`src/rtl/rst_seq_pkg.sv`:
```
// Shared types and sizing helpers for the reset sequencer.
package rst_seq_pkg;

    typedef enum logic [2:0] {
        StSync,
        StHold,
        StRelease,
        StDone,
        StSwrst
    } seq_state_e;

    // Width needed to hold the largest of the three reload values.
    function automatic int unsigned cnt_w(input int unsigned hold,
                                          input int unsigned gap,
                                          input int unsigned pulse);
        int unsigned m;
        m = hold;
        if (gap > m) m = gap;
        if (pulse > m) m = pulse;
        return $clog2(m + 1);
    endfunction

endpackage

```
`src/rtl/rst_seq_sync_if.sv`:
```
// Sequenced-reset bundle: software request in, per-channel resets and status out.
interface rst_seq_sync_if #(
    parameter int unsigned NUM_CH = 4
) ();

    logic              sw_rst_req;
    logic [NUM_CH-1:0] rst_n_out;
    logic              busy;
    logic              seq_done;

    modport master (
        output sw_rst_req,
        input  rst_n_out,
        input  busy,
        input  seq_done
    );

    modport slave (
        input  sw_rst_req,
        output rst_n_out,
        output busy,
        output seq_done
    );

endinterface

```
`src/rtl/rst_sync_core.sv`:
```
// Async-assert / sync-deassert reset synchronizer chain.
module rst_sync_core #(
    parameter int unsigned NUM_STAGES = 2
) (
    input  logic clk,
    input  logic rst,
    output logic rst_synced,
    output logic release_next
);

    (* async_reg = "true" *) logic [NUM_STAGES-1:0] chain_q;

    always_ff @(posedge clk or posedge rst) begin
        if (rst) begin
            chain_q <= '0;
        end else begin
            chain_q <= {chain_q[NUM_STAGES-2:0], 1'b1};
        end
    end

    assign rst_synced   = ~chain_q[NUM_STAGES-1];
    // Input of the last stage: high means the synced reset drops on the coming edge.
    assign release_next = chain_q[NUM_STAGES-2];

endmodule

```
`src/rtl/rst_seq_sync.sv`:
```
// Reset synchronizer plus sequencer: releases NUM_CH active-low resets in order after a hold,
// and re-runs the hold/release sequence on a software request.
module rst_seq_sync
    import rst_seq_pkg::*;
#(
    parameter int unsigned NUM_STAGES  = 2,
    parameter int unsigned NUM_CH      = 4,
    parameter int unsigned HOLD_CYCLES = 4,
    parameter int unsigned GAP_CYCLES  = 3,
    parameter int unsigned SW_PULSE    = 8
) (
    input  logic           clk,
    input  logic           rst,
    rst_seq_sync_if.slave  bus
);

    localparam int unsigned CNT_W = cnt_w(HOLD_CYCLES, GAP_CYCLES, SW_PULSE);
    localparam int unsigned CH_W  = $clog2(NUM_CH + 1);

    logic              rst_synced;
    logic              release_next;
    seq_state_e        state_q;
    logic [CNT_W-1:0]  cnt_q;
    logic [CH_W-1:0]   ch_q;
    logic [NUM_CH-1:0] rst_n_q;
    logic              busy_q;
    logic              done_q;

    rst_sync_core #(
        .NUM_STAGES (NUM_STAGES)
    ) u_sync (
        .clk          (clk),
        .rst          (rst),
        .rst_synced   (rst_synced),
        .release_next (release_next)
    );

    // The state register captures the chain in parallel with its last stage, so HOLD is
    // entered on the same edge the synchronized reset deasserts.
    always_ff @(posedge clk or posedge rst) begin
        if (rst) begin
            state_q <= StSync;
            cnt_q   <= '0;
            ch_q    <= '0;
            rst_n_q <= '0;
            busy_q  <= 1'b1;
            done_q  <= 1'b0;
        end else begin
            case (state_q)
                StSync: begin
                    if (rst_synced && release_next) begin
                        state_q <= StHold;
                        cnt_q   <= CNT_W'(HOLD_CYCLES - 1);
                    end
                end
                StHold: begin
                    if (cnt_q == '0) begin
                        rst_n_q[0] <= 1'b1;
                        if (NUM_CH == 1) begin
                            state_q <= StDone;
                            busy_q  <= 1'b0;
                            done_q  <= 1'b1;
                        end else begin
                            state_q <= StRelease;
                            ch_q    <= CH_W'(1);
                            cnt_q   <= CNT_W'(GAP_CYCLES - 1);
                        end
                    end else begin
                        cnt_q <= cnt_q - CNT_W'(1);
                    end
                end
                StRelease: begin
                    if (cnt_q == '0) begin
                        for (int unsigned k = 0; k < NUM_CH; k++) begin
                            if (ch_q == CH_W'(k)) rst_n_q[k] <= 1'b1;
                        end
                        if (ch_q == CH_W'(NUM_CH - 1)) begin
                            state_q <= StDone;
                            busy_q  <= 1'b0;
                            done_q  <= 1'b1;
                        end else begin
                            ch_q  <= ch_q + CH_W'(1);
                            cnt_q <= CNT_W'(GAP_CYCLES - 1);
                        end
                    end else begin
                        cnt_q <= cnt_q - CNT_W'(1);
                    end
                end
                StDone: begin
                    if (bus.sw_rst_req) begin
                        state_q <= StSwrst;
                        rst_n_q <= '0;
                        busy_q  <= 1'b1;
                        done_q  <= 1'b0;
                        cnt_q   <= CNT_W'(SW_PULSE - 1);
                    end
                end
                StSwrst: begin
                    if (cnt_q == '0) begin
                        state_q <= StHold;
                        cnt_q   <= CNT_W'(HOLD_CYCLES - 1);
                    end else begin
                        cnt_q <= cnt_q - CNT_W'(1);
                    end
                end
                default: begin
                    state_q <= StSync;
                end
            endcase
        end
    end

    assign bus.rst_n_out = rst_n_q;
    assign bus.busy      = busy_q;
    assign bus.seq_done  = done_q;

endmodule
```
`src/flat_wrapper.sv`:
```
// flat-port wrapper written by rule: the top's interface ports become plain ports
module rst_seq_sync_flat import rst_seq_pkg::*;
#(
    parameter int unsigned NUM_STAGES  = 2,
    parameter int unsigned NUM_CH      = 4,
    parameter int unsigned HOLD_CYCLES = 4,
    parameter int unsigned GAP_CYCLES  = 3,
    parameter int unsigned SW_PULSE    = 8
)
  (clk, rst, bus_sw_rst_req, bus_rst_n_out, bus_busy, bus_seq_done);
  rst_seq_sync_if #(.NUM_CH(NUM_CH)) bus_i ();
  input  logic clk;
  input  logic rst;
  input wire logic [$bits(bus_i.sw_rst_req)-1:0] bus_sw_rst_req;
  output wire logic [$bits(bus_i.rst_n_out)-1:0] bus_rst_n_out;
  output wire logic [$bits(bus_i.busy)-1:0] bus_busy;
  output wire logic [$bits(bus_i.seq_done)-1:0] bus_seq_done;
  assign bus_i.sw_rst_req = bus_sw_rst_req;
  assign bus_rst_n_out = bus_i.rst_n_out;
  assign bus_busy = bus_i.busy;
  assign bus_seq_done = bus_i.seq_done;
  rst_seq_sync #(.NUM_STAGES(NUM_STAGES), .NUM_CH(NUM_CH), .HOLD_CYCLES(HOLD_CYCLES), .GAP_CYCLES(GAP_CYCLES), .SW_PULSE(SW_PULSE)) u_core (.clk(clk), .rst(rst), .bus(bus_i));
endmodule
```
`config.mk`:
```
export PLATFORM = sky130hd
export DESIGN_NAME = rst_seq_sync_flat
export DESIGN_NICKNAME = d
export VERILOG_FILES = /design/src/rtl/rst_seq_pkg.sv /design/src/rtl/rst_seq_sync_if.sv /design/src/rtl/rst_sync_core.sv /design/src/rtl/rst_seq_sync.sv /design/src/flat_wrapper.sv
export SDC_FILE = /design/constraint.sdc
export NUM_CORES = 1
export LEC_CHECK = 0
export BUFFER_PORTS_ARGS = -buffer_cell sky130_fd_sc_hd__buf_2
export CAP_MARGIN = 40
export CELL_PAD_IN_SITES_DETAIL_PLACEMENT = 0
export CELL_PAD_IN_SITES_GLOBAL_PLACEMENT = 1
export CORE_ASPECT_RATIO = 1.5
export CORE_MARGIN = 2
export CORE_UTILIZATION = 30
export CTS_CLUSTER_SIZE = 28
export DETAILED_ROUTE_END_ITERATION = 10
export GPL_TIMING_DRIVEN = 0
export PLACE_DENSITY_LB_ADDON = 0.2
export SYNTH_ARGS = -nofsm -noshare
export SYNTH_HDL_FRONTEND = slang
export SYNTH_HIERARCHICAL = 1
export SYNTH_SLANG_ARGS = --single-unit
```
`constraint.sdc`:
```
create_clock -name clk -period 2.6 [get_ports clk]
set_input_delay 0.26 -clock clk [delete_from_list [all_inputs] [get_ports clk]]
set_output_delay 0.26 -clock clk [all_outputs]
set_load 0.05 [all_outputs]
```
==> results of run 1 <==
==> per-layer routing <==
| layer | global-route usage | vias to the layer above | part of all wire | wire length, um |
|---|---|---|---|---|
| met5 | 0 | - | 0 | 0 |
| met4 | 0.0385 | 0 | 0.015 | 34 |
| met3 | 0.0175 | 4 | 0.019 | 42 |
| met2 | 0.231 | 15 | 0.55 | 1220 |
| met1 | 0.137 | 409 | 0.42 | 928 |
| li1 | - | 414 | - | - |
==> power by group through the flow <==
stage	Clock, W	Combinational [W]	Sequential [W]
after global routing	0.000224	0.000971	0.000471
after floorplan	0	0.000589	0.000567
after CTS	0.000207	0.000891	0.000454
after global placement	0	0.000885	0.000454
after detailed placement	0	0.000888	0.000459
final	0.000201	0.000886	0.000452
==> cell families after synthesis <==
group | count (synthesis)
DFF | 17
and+or+nand+nor | 35
AOI/OAI and AO/OA | 28
xor gates and xnor gates | 3
muxes | 2
buffers and inverters | 17
adders and majority gates | 7
other | 1
==> area by class of cell <==
class	instances	share of cell area
repair buffers	9	0.0415
well taps	42	0.0436
clock buffers	3	0.0342
plain buffers	5	0.0322
clock inverters	1	0.00415
flip-flops and latches	17	0.354
multi-input cells	76	0.453
inverters	12	0.0373
==> Yosys cell counts, drive strengths merged (2+ instances only) <==
cell,instances,share of area
dfrtp,16,0.38
inv,12,0.043
nand2,9,0.032
ha,7,0.083
o21ai,7,0.037
a21oi,6,0.028
buf,5,0.037
nor2,5,0.018
nor3,5,0.024
a211o,3,0.025
nor3b,3,0.032
nor4b,3,0.025
xnor2,3,0.025
mux2i,2,0.019
nand3,2,0.014
or2,2,0.012
or3b,2,0.017
==> timing repair <==
action,CTS,global route
resized for setup,0,0
hold buffers,1,0
hold endpoints to repair,2,0
==> state kept, by name (all words and copies together) (netlist names) <==
signal / cells
u_core/bus.rst_n_out: 4
u_core/bus.busy: 1
u_core/ch_q: 3
u_core/u_sync/chain_q: 2
u_core/state_q: 3
u_core/cnt_q: 4
==> path summary, 6_finish.rpt <==
kind                                           from                       end  slack [ns]  cells past startpoint
max                                 u_core/cnt_q[0]           u_core/cnt_q[0]        0.64                      6
min                                  bus_sw_rst_req           u_core/bus.busy        0.32                      3
max reg2reg                         u_core/cnt_q[0]           u_core/cnt_q[0]        0.64                      6
min reg2reg                u_core/u_sync/chain_q[0]  u_core/u_sync/chain_q[1]        0.42                      0
max in group asynchronous                       rst         u_core/state_q[2]        1.56                      3
min in group asynchronous                       rst  u_core/u_sync/chain_q[0]        0.41                      3
==> metrics by stage <==
step	total power, W	instances	util	hold WS (ns)	cell area (um^2)
2_1_floorplan	0.00116	110	-	0.00118	1060
3_3_place_gp	0.00134	160	0.340	0.117	1150
3_5_place_dp	0.00135	160	0.340	0.122	1150
4_1_cts	0.00155	165	0.357	0.311	1210
5_1_grt	0.00167	165	0.357	0.334	1210
6_report	0.00154	165	0.357	0.318	1210
==> cells in the final DEF (no fill, tap or decap), types with 2 or more instances in the layout <==
cell type  Yosys  routed
nor2_1         5       5
ha_1           7       7
nor3_1         5       5
clkbuf_8       0       3
a211o_1        3       3
a21oi_1        6       6
mux2i_1        2       2
xnor2_1        3       3
o21ai_0        5       5
dfrtp_1       16      16
nand2_1        9       9
inv_1         12      12
nor4b_1        3       3
buf_4          3       3
buf_2          1       9
nor3b_1        2       2
==> worst min-delay path: cells and delay by family <==
kind | cells | cell delay (ns)
compound gates | 1 | 0.12
simple gates | 1 | 0.05
buf+inv | 1 | 0.14
==> flow_metrics.tcl, run 1 <==
set metrics [dict create \
    status "completed" \
    rsz0062_at_grt "false" \
    grtUsageTotal 0.124 \
    insertion_delay_ns 0.25 \
    grt_pass1_vias 793 \
    routedWlPerCell_um 13.5 \
    area_growth_pct 14.1 \
    setup_viol 0 \
    power-per-cell-area_nw_per_um2 1280 \
    dr.pass1.iters 4 \
    antenna_found_initial 0 \
    async_flop_share 1.00 \
    synth-compound-area-share 0.188 \
    htree_levels 1 \
    dpl.hpwl_um 1730 \
    peakVddDrop_uv 476 \
    viasPerCell 5.10 \
    syn-instance-count 110 \
    synth_edf_count 0 \
    grt_max_degree 16 \
    critPathKind "flip-flop to flip-flop" \
    timing.fmax_ghz 0.510 \
    cp-end-kind "flip-flop" \
    crit_required_ns 2.74 \
    clk_path_buf_depth 2 \
    core_area_um2 3380 \
    start_util 0.312 \
    place.gp.congestion 0.714 \
    leakage_nw 0.555 \
    power_frac_seq 0.294 \
    setup_slack_ns 0.639 \
    die_x_um 52.5 \
    tightestPinTransition_ns 0.622 \
    worstPathArrival_ns 2.10 \
    drt_wl_total_um 2220 \
    cp_max_fo 8 \
    min_path_type "primary input to flip-flop" \
    max_stage_delay_ns 0.48 \
    avgSynthCellArea_um2 9.61 \
    drtIter0Drc 28 \
    vias 842 \
    synth_mux_area_frac 0.0189 \
    rows 26 \
    fin_worst_skew_ns 0.00400 \
    swShare 0.468 \
    min_period_ns 1.96 \
    drv_slew 0 \
    drive_above_1_share 0.195 \
    port_buffers 8 \
    fin_nets 134 \
    syn-cell-area_um2 1060 \
    relSlewSlack 0.585 \
    final-hold-violation-count 0 \
    drv_cap 0 \
    p_int_w 0.000819 \
    crit_slowest_cell "nor4b_1" \
    grt_overflow 0 \
    synthDistinctLibCells 43 \
    fin_crit_sh 0.754 \
    cts-root-buf "clkbuf_8" \
    ant_nets 0 \
    post_cts_buffers 0 \
    chipHeight_um 76.7 \
    nFillCells 374 \
    switching_power_w 0.000721 \
    cts_tree "yes" \
    path_clk_slew_ns 0.07 \
    post-place-ws_ns 0.665 \
    synth_top_family_by_area "simple AND/OR/NAND/NOR gates" \
    cts_buffers 3 \
    worstPathCellList "inv_1 -> ha_1 -> nor3b_4 -> nor4b_1 -> a2111oi_2 -> a211o_1" \
    diodes 0 \
    synth-seq-area-share 0.404 \
    clockPowerShare 0.131 \
    multi_input_area_um2 547 \
    die-area_um2 4020 \
    grt_first_pass_wirelength_um 3780 \
    cts.sinks 17 \
    synth_seq_cells 17 \
    cpLargestDelayFamily "simple AND/OR/NAND/NOR gates" \
    crit_path_start_kind "flip-flop" \
    synth_xor_area_frac 0.0249 \
    synthSimpleGateAreaFrac 0.199 \
    ys_warn_count 6 \
    fin_setup_tns_ns 0 \
    num_io_pins 9 \
    seq_area_um2 427 \
    syn-num-nets 120 \
    synthAdderAreaFrac 0.0828 \
    pwr-share-comb 0.575 \
    drc 0 \
    synth-main-ff-cell "dfrtp_1" \
    crit_buf_inv 1 \
]
(Power assumes the default switching activity.)
==> inputs of run 2 (changes only) <==
clock period = 2 ns   (was 2.6 ns; I/O delays follow)
==> run 2 against run 1 <==
  * Setup slack worse by 0.53 ns
  * Combinational power up 31%
  * Via count down 1.3%
  * Sequential share of layout area down 0.18 points
  * Sequential power up 30%
  * Register-to-register slack worse by 0.53 ns
  * Power up 30%
==> flow_metrics.tcl, run 2 (synthesis results as in run 1) <==
set metrics [dict create \
    mostFrequentLayoutCells "dfrtp_1, inv_1, buf_2, nand2_1, ha_1" \
    grt_overflow 0 \
    pwr-share-comb 0.577 \
    start_util 0.312 \
    max_stage_delay_ns 0.44 \
    routedWlPerCell_um 13.6 \
    relSlewSlack 0.576 \
    htree_levels 1 \
    grt_first_pass_wirelength_um 3780 \
    nFillCells 375 \
    dpl.hpwl_um 1730 \
    worstPathArrival_ns 2.03 \
    multi_input_area_um2 553 \
    vias 831 \
    crit_path_start_kind "flip-flop" \
    crit_buf_inv 1 \
    switching_power_w 0.000942 \
    drv_cap 0 \
    cp-startpoint "u_core/cnt_q[0]" \
    die-area_um2 4020 \
    path_clk_slew_ns 0.07 \
    swShare 0.469 \
    regToRegStartpoint "u_core/cnt_q[0]" \
    rows 26 \
    drc 0 \
    critPathKind "flip-flop to flip-flop" \
    viasPerCell 5.04 \
    cpLargestDelayFamily "simple AND/OR/NAND/NOR gates" \
    grt_pass1_vias 793 \
    timing.fmax_ghz 0.530 \
    clk_path_buf_depth 2 \
    p_int_w 0.00107 \
    tightestPinTransition_ns 0.636 \
    crit_required_ns 2.14 \
    fin_nets 134 \
    cts-root-buf "clkbuf_8" \
    min_path_type "primary input to flip-flop" \
    chipHeight_um 76.7 \
    drv_slew 0 \
    insertion_delay_ns 0.25 \
    cts_tree "yes" \
    dr.pass1.iters 4 \
    drt_wl_total_um 2240 \
    ant_nets 0 \
    drtIter0Drc 32 \
    grt_max_degree 16 \
    fin_worst_skew_ns 0.00372 \
    min_period_ns 1.89 \
    grtUsageTotal 0.124 \
    power-per-cell-area_nw_per_um2 1660 \
    finalPower_w 0.00201 \
    core_area_um2 3380 \
    drive_above_1_share 0.203 \
    power_frac_seq 0.293 \
    cts.sinks 17 \
    port_buffers 8 \
    num_io_pins 9 \
    seq_area_um2 427 \
    status "completed" \
    worstPathCellList "inv_1 -> ha_1 -> nor3b_4 -> and3_1 -> a2111oi_2 -> a211o_1" \
    min_from "bus_sw_rst_req" \
    place.gp.congestion 0.714 \
    die_x_um 52.5 \
    area_growth_pct 14.7 \
    cts_buffers 3 \
    fin_setup_tns_ns 0 \
    diodes 0 \
    clockPowerShare 0.131 \
    final-hold-violation-count 0 \
    cp_max_fo 8 \
    setup_viol 0 \
    fin_crit_sh 0.943 \
    peakVddDrop_uv 619 \
    cp-end-kind "flip-flop" \
    antenna_found_initial 0 \
    rsz0062_at_grt "false" \
    crit_slowest_cell "dfrtp_1" \
    leakage_nw 0.556 \
    final_common_cell "dfrtp_1" \
]
-- run 2: cell type report --
| class | instances | share of cell area |
|---|---|---|
| multi-input cells | 76 | 0.456 |
| flip-flops and latches | 17 | 0.352 |
| well taps | 42 | 0.0433 |
| repair buffers | 9 | 0.0413 |
| inverters | 12 | 0.0372 |
| clock buffers | 3 | 0.0341 |
| plain buffers | 5 | 0.0320 |
| clock inverters | 1 | 0.00413 |
-- run 2: routing by layer --
| layer | up-vias | part of all wire | track usage |
|---|---|---|---|
| met5 | - | 0 | 0 |
| met4 | 0 | 0.0085 | 0.0385 |
| met3 | 2 | 0.023 | 0.0175 |
| met2 | 15 | 0.55 | 0.231 |
| met1 | 400 | 0.41 | 0.137 |
| li1 | 414 | - | - |
-- run 2: stage by stage --
stage                util  cell area, um^2  setup WS, ns  hold slack [ns]  cells
finish              0.358             1210         0.113            0.257    165
global route        0.358             1210       0.00217            0.274    165
CTS                 0.357             1210        0.0408            0.251    165
detailed placement  0.340             1150        0.0646           0.0618    160
global placement    0.340             1150        0.0318           0.0574    160
floorplan               -             1060         0.318          -0.0588    110
-- run 2: tightest hold or removal path, cell delays in order --
cell and delay (ns):
buf_2 0.13, a21oi_1 0.12, nor2_1 0.05
-- run 2: repair_timing --
item	in CTS	in global routing
hold buffers	1	0
resized for setup	0	1
hold endpoints to repair	2	0
setup endpoints to repair	0	1
setup buffers	0	0
-- run 2: worst paths after layout --
path	endpoint	slack, ns	cells after the start
setup / recovery	u_core/cnt_q[0]	0.11	6
hold / removal	u_core/bus.busy	0.26	3
setup reg to reg	u_core/cnt_q[0]	0.11	6
hold reg to reg	u_core/u_sync/chain_q[1]	0.42	0
max in group asynchronous	u_core/state_q[2]	1.01	3
min in group asynchronous	u_core/u_sync/chain_q[0]	0.35	3
-- run 2: power groups by stage --
stage          logic (W)  clock network [W]  registers (W)
2_1_floorplan   0.000765                  0       0.000737
3_3_place_gp     0.00115                  0       0.000590
4_1_cts          0.00116           0.000270       0.000590
3_5_place_dp     0.00115                  0       0.000597
6_report         0.00116           0.000262       0.000588
5_1_grt          0.00127           0.000291       0.000613
==> inputs of run 3 (changes only) <==
--- a/config.mk
+++ b/config.mk
@@ -13,4 +13,5 @@
 export CORE_MARGIN = 2
 export CORE_UTILIZATION = 30
+export CTS_BUF_LIST = sky130_fd_sc_hd__clkbuf_2 sky130_fd_sc_hd__clkbuf_4 sky130_fd_sc_hd__clkbuf_8
 export CTS_CLUSTER_SIZE = 28
 export DETAILED_ROUTE_END_ITERATION = 10
==> constraint.sdc (replaced) <==
create_clock -name clk -period 2 [get_ports clk]
set_input_delay 0.6 -clock clk [delete_from_list [all_inputs] [get_ports clk]]
set_output_delay 0.6 -clock clk [all_outputs]
set_load 0.05 [all_outputs]
==> run 3 against run 2 <==
  * Worst hold slack worse by 0.065 ns
  * Combinational power is essentially flat
  * Via count down 1.2%
  * Critical path type unchanged
  * Critical endpoint unchanged
  * Highest routed layer unchanged
==> flow_metrics.tcl, run 3 (synthesis results as in run 1) <==
set metrics [dict create \
    worstPathArrival_ns 2.04 \
    power-per-cell-area_nw_per_um2 1670 \
    port_buffers 8 \
    min_path_type "primary input to async pin" \
    setup_viol 0 \
    placedInstanceArea_um2 1150 \
    peakVddDrop_uv 619 \
    place.gp.congestion 0.714 \
    pwr-share-comb 0.577 \
    final_common_cell "dfrtp_1" \
    num_io_pins 9 \
    grt_pass1_vias 785 \
    min_period_ns 1.90 \
    cts_buffers 3 \
    crit_required_ns 2.14 \
    swShare 0.469 \
    leakage_nw 0.552 \
    setup_slack_ns 0.0985 \
    crit_path_start_kind "flip-flop" \
    cp_max_fo 8 \
    grt_overflow 0 \
    cts-root-buf "clkbuf_8" \
    relSlewSlack 0.578 \
    final_cell_area_um2 1200 \
    drv_cap 0 \
    tightestPinTransition_ns 0.632 \
    viasPerCell 5.01 \
    post-place-ws_ns 0.0646 \
    dp_cells 160 \
    area_growth_pct 13.7 \
    vias 821 \
    drv_slew 0 \
    clockPowerShare 0.130 \
    grt_first_pass_wirelength_um 3760 \
    dpl.hpwl_um 1730 \
    path_clk_slew_ns 0.07 \
    timing.fmax_ghz 0.526 \
    htree_levels 1 \
    final_cell_count_no_fill 164 \
    rsz0062_at_grt "false" \
    power_frac_seq 0.293 \
    fin_worst_skew_ns 0.00386 \
    fin_nets 133 \
    drt_wl_total_um 2230 \
    ant_nets 0 \
    status "completed" \
    dr.pass1.iters 4 \
    die-area_um2 4020 \
    start_util 0.312 \
    fin_setup_tns_ns 0 \
    rows 26 \
    antenna_found_initial 0 \
    final-hold-violation-count 0 \
    fin_crit_sh 0.951 \
    drive_above_1_share 0.205 \
    p_int_w 0.00107 \
    insertion_delay_ns 0.25 \
    core_area_um2 3380 \
    critPathKind "flip-flop to flip-flop" \
    hold_ws_ns 0.192 \
    cts_tree "yes" \
    drc 0 \
    diodes 0 \
    nFillCells 376 \
    drtIter0Drc 35 \
    clk_path_buf_depth 2 \
    cp-end-kind "flip-flop" \
    chipHeight_um 76.7 \
    die_x_um 52.5 \
    grtUsageTotal 0.123 \
    cts.sinks 17 \
    grt_max_degree 16 \
    routedWlPerCell_um 13.6 \
    mostFrequentLayoutCells "dfrtp_1, inv_1, buf_2, nand2_1, ha_1" \
    switching_power_w 0.000942 \
]
-- run 3: metal layers --
| layer | up-vias | wire length, um | track usage |
|---|---|---|---|
| li1 | 410 | - | - |
| met1 | 395 | 905 | 0.137 |
| met2 | 14 | 1250 | 0.229 |
| met3 | 2 | 57 | 0.0175 |
| met4 | 0 | 19 | 0.0385 |
| met5 | - | 0 | 0 |
-- run 3: power groups by stage --
stage                     registers (W)  clock network (W)  logic, W
after global placement         0.000590                  0   0.00115
after global routing           0.000613           0.000291   0.00127
after floorplan                0.000737                  0  0.000765
final                          0.000588           0.000262   0.00116
after detailed placement       0.000597                  0   0.00115
after CTS                      0.000590           0.000270   0.00116
-- run 3: through the flow --
step | utilization | power, W
floorplan | - | 0.00150
global placement | 0.340 | 0.00174
detailed placement | 0.340 | 0.00175
CTS | 0.354 | 0.00202
global route | 0.355 | 0.00217
finish | 0.355 | 0.00201
-- run 3: worst paths after layout --
path	slack (ns)	end	from	cells past startpoint
hold reg to reg	0.42	u_core/u_sync/chain_q[1]	u_core/u_sync/chain_q[0]	0
setup / recovery	0.1	u_core/cnt_q[0]	u_core/cnt_q[0]	6
hold / removal	0.19	u_core/u_sync/chain_q[0]	rst	2
min in group clk	0.42	u_core/u_sync/chain_q[1]	u_core/u_sync/chain_q[0]	0
max in group asynchronous	1.17	u_core/state_q[2]	rst	2
setup reg to reg	0.1	u_core/cnt_q[0]	u_core/cnt_q[0]	6
-- run 3: final cells by class --
cell class,count,area [um^2],area share
well taps,42,52.6,0.0437
flip-flops and latches,17,427,0.355
clock inverters,1,5.00,0.00416
inverters,12,45.0,0.0375
clock buffers,3,41.3,0.0343
multi-input cells,76,553,0.460
repair buffers,8,40.0,0.0333
plain buffers,5,38.8,0.0323
-- run 3: repair_timing --
action                                  4_1_cts  5_1_grt
resized for setup                             0        1
endpoints found under the hold margin         0        0
endpoints found under the setup margin        0        1
hold buffers                                  0        0
setup buffers                                 0        0
-- run 3: worst max-delay path, cell delays in order, from the launching register on --
cell and delay [ns]:
dfrtp_1 0.44, inv_1 0.10, ha_1 0.19, nor3b_4 0.41, and3_1 0.32, a2111oi_2 0.05
a211o_1 0.27
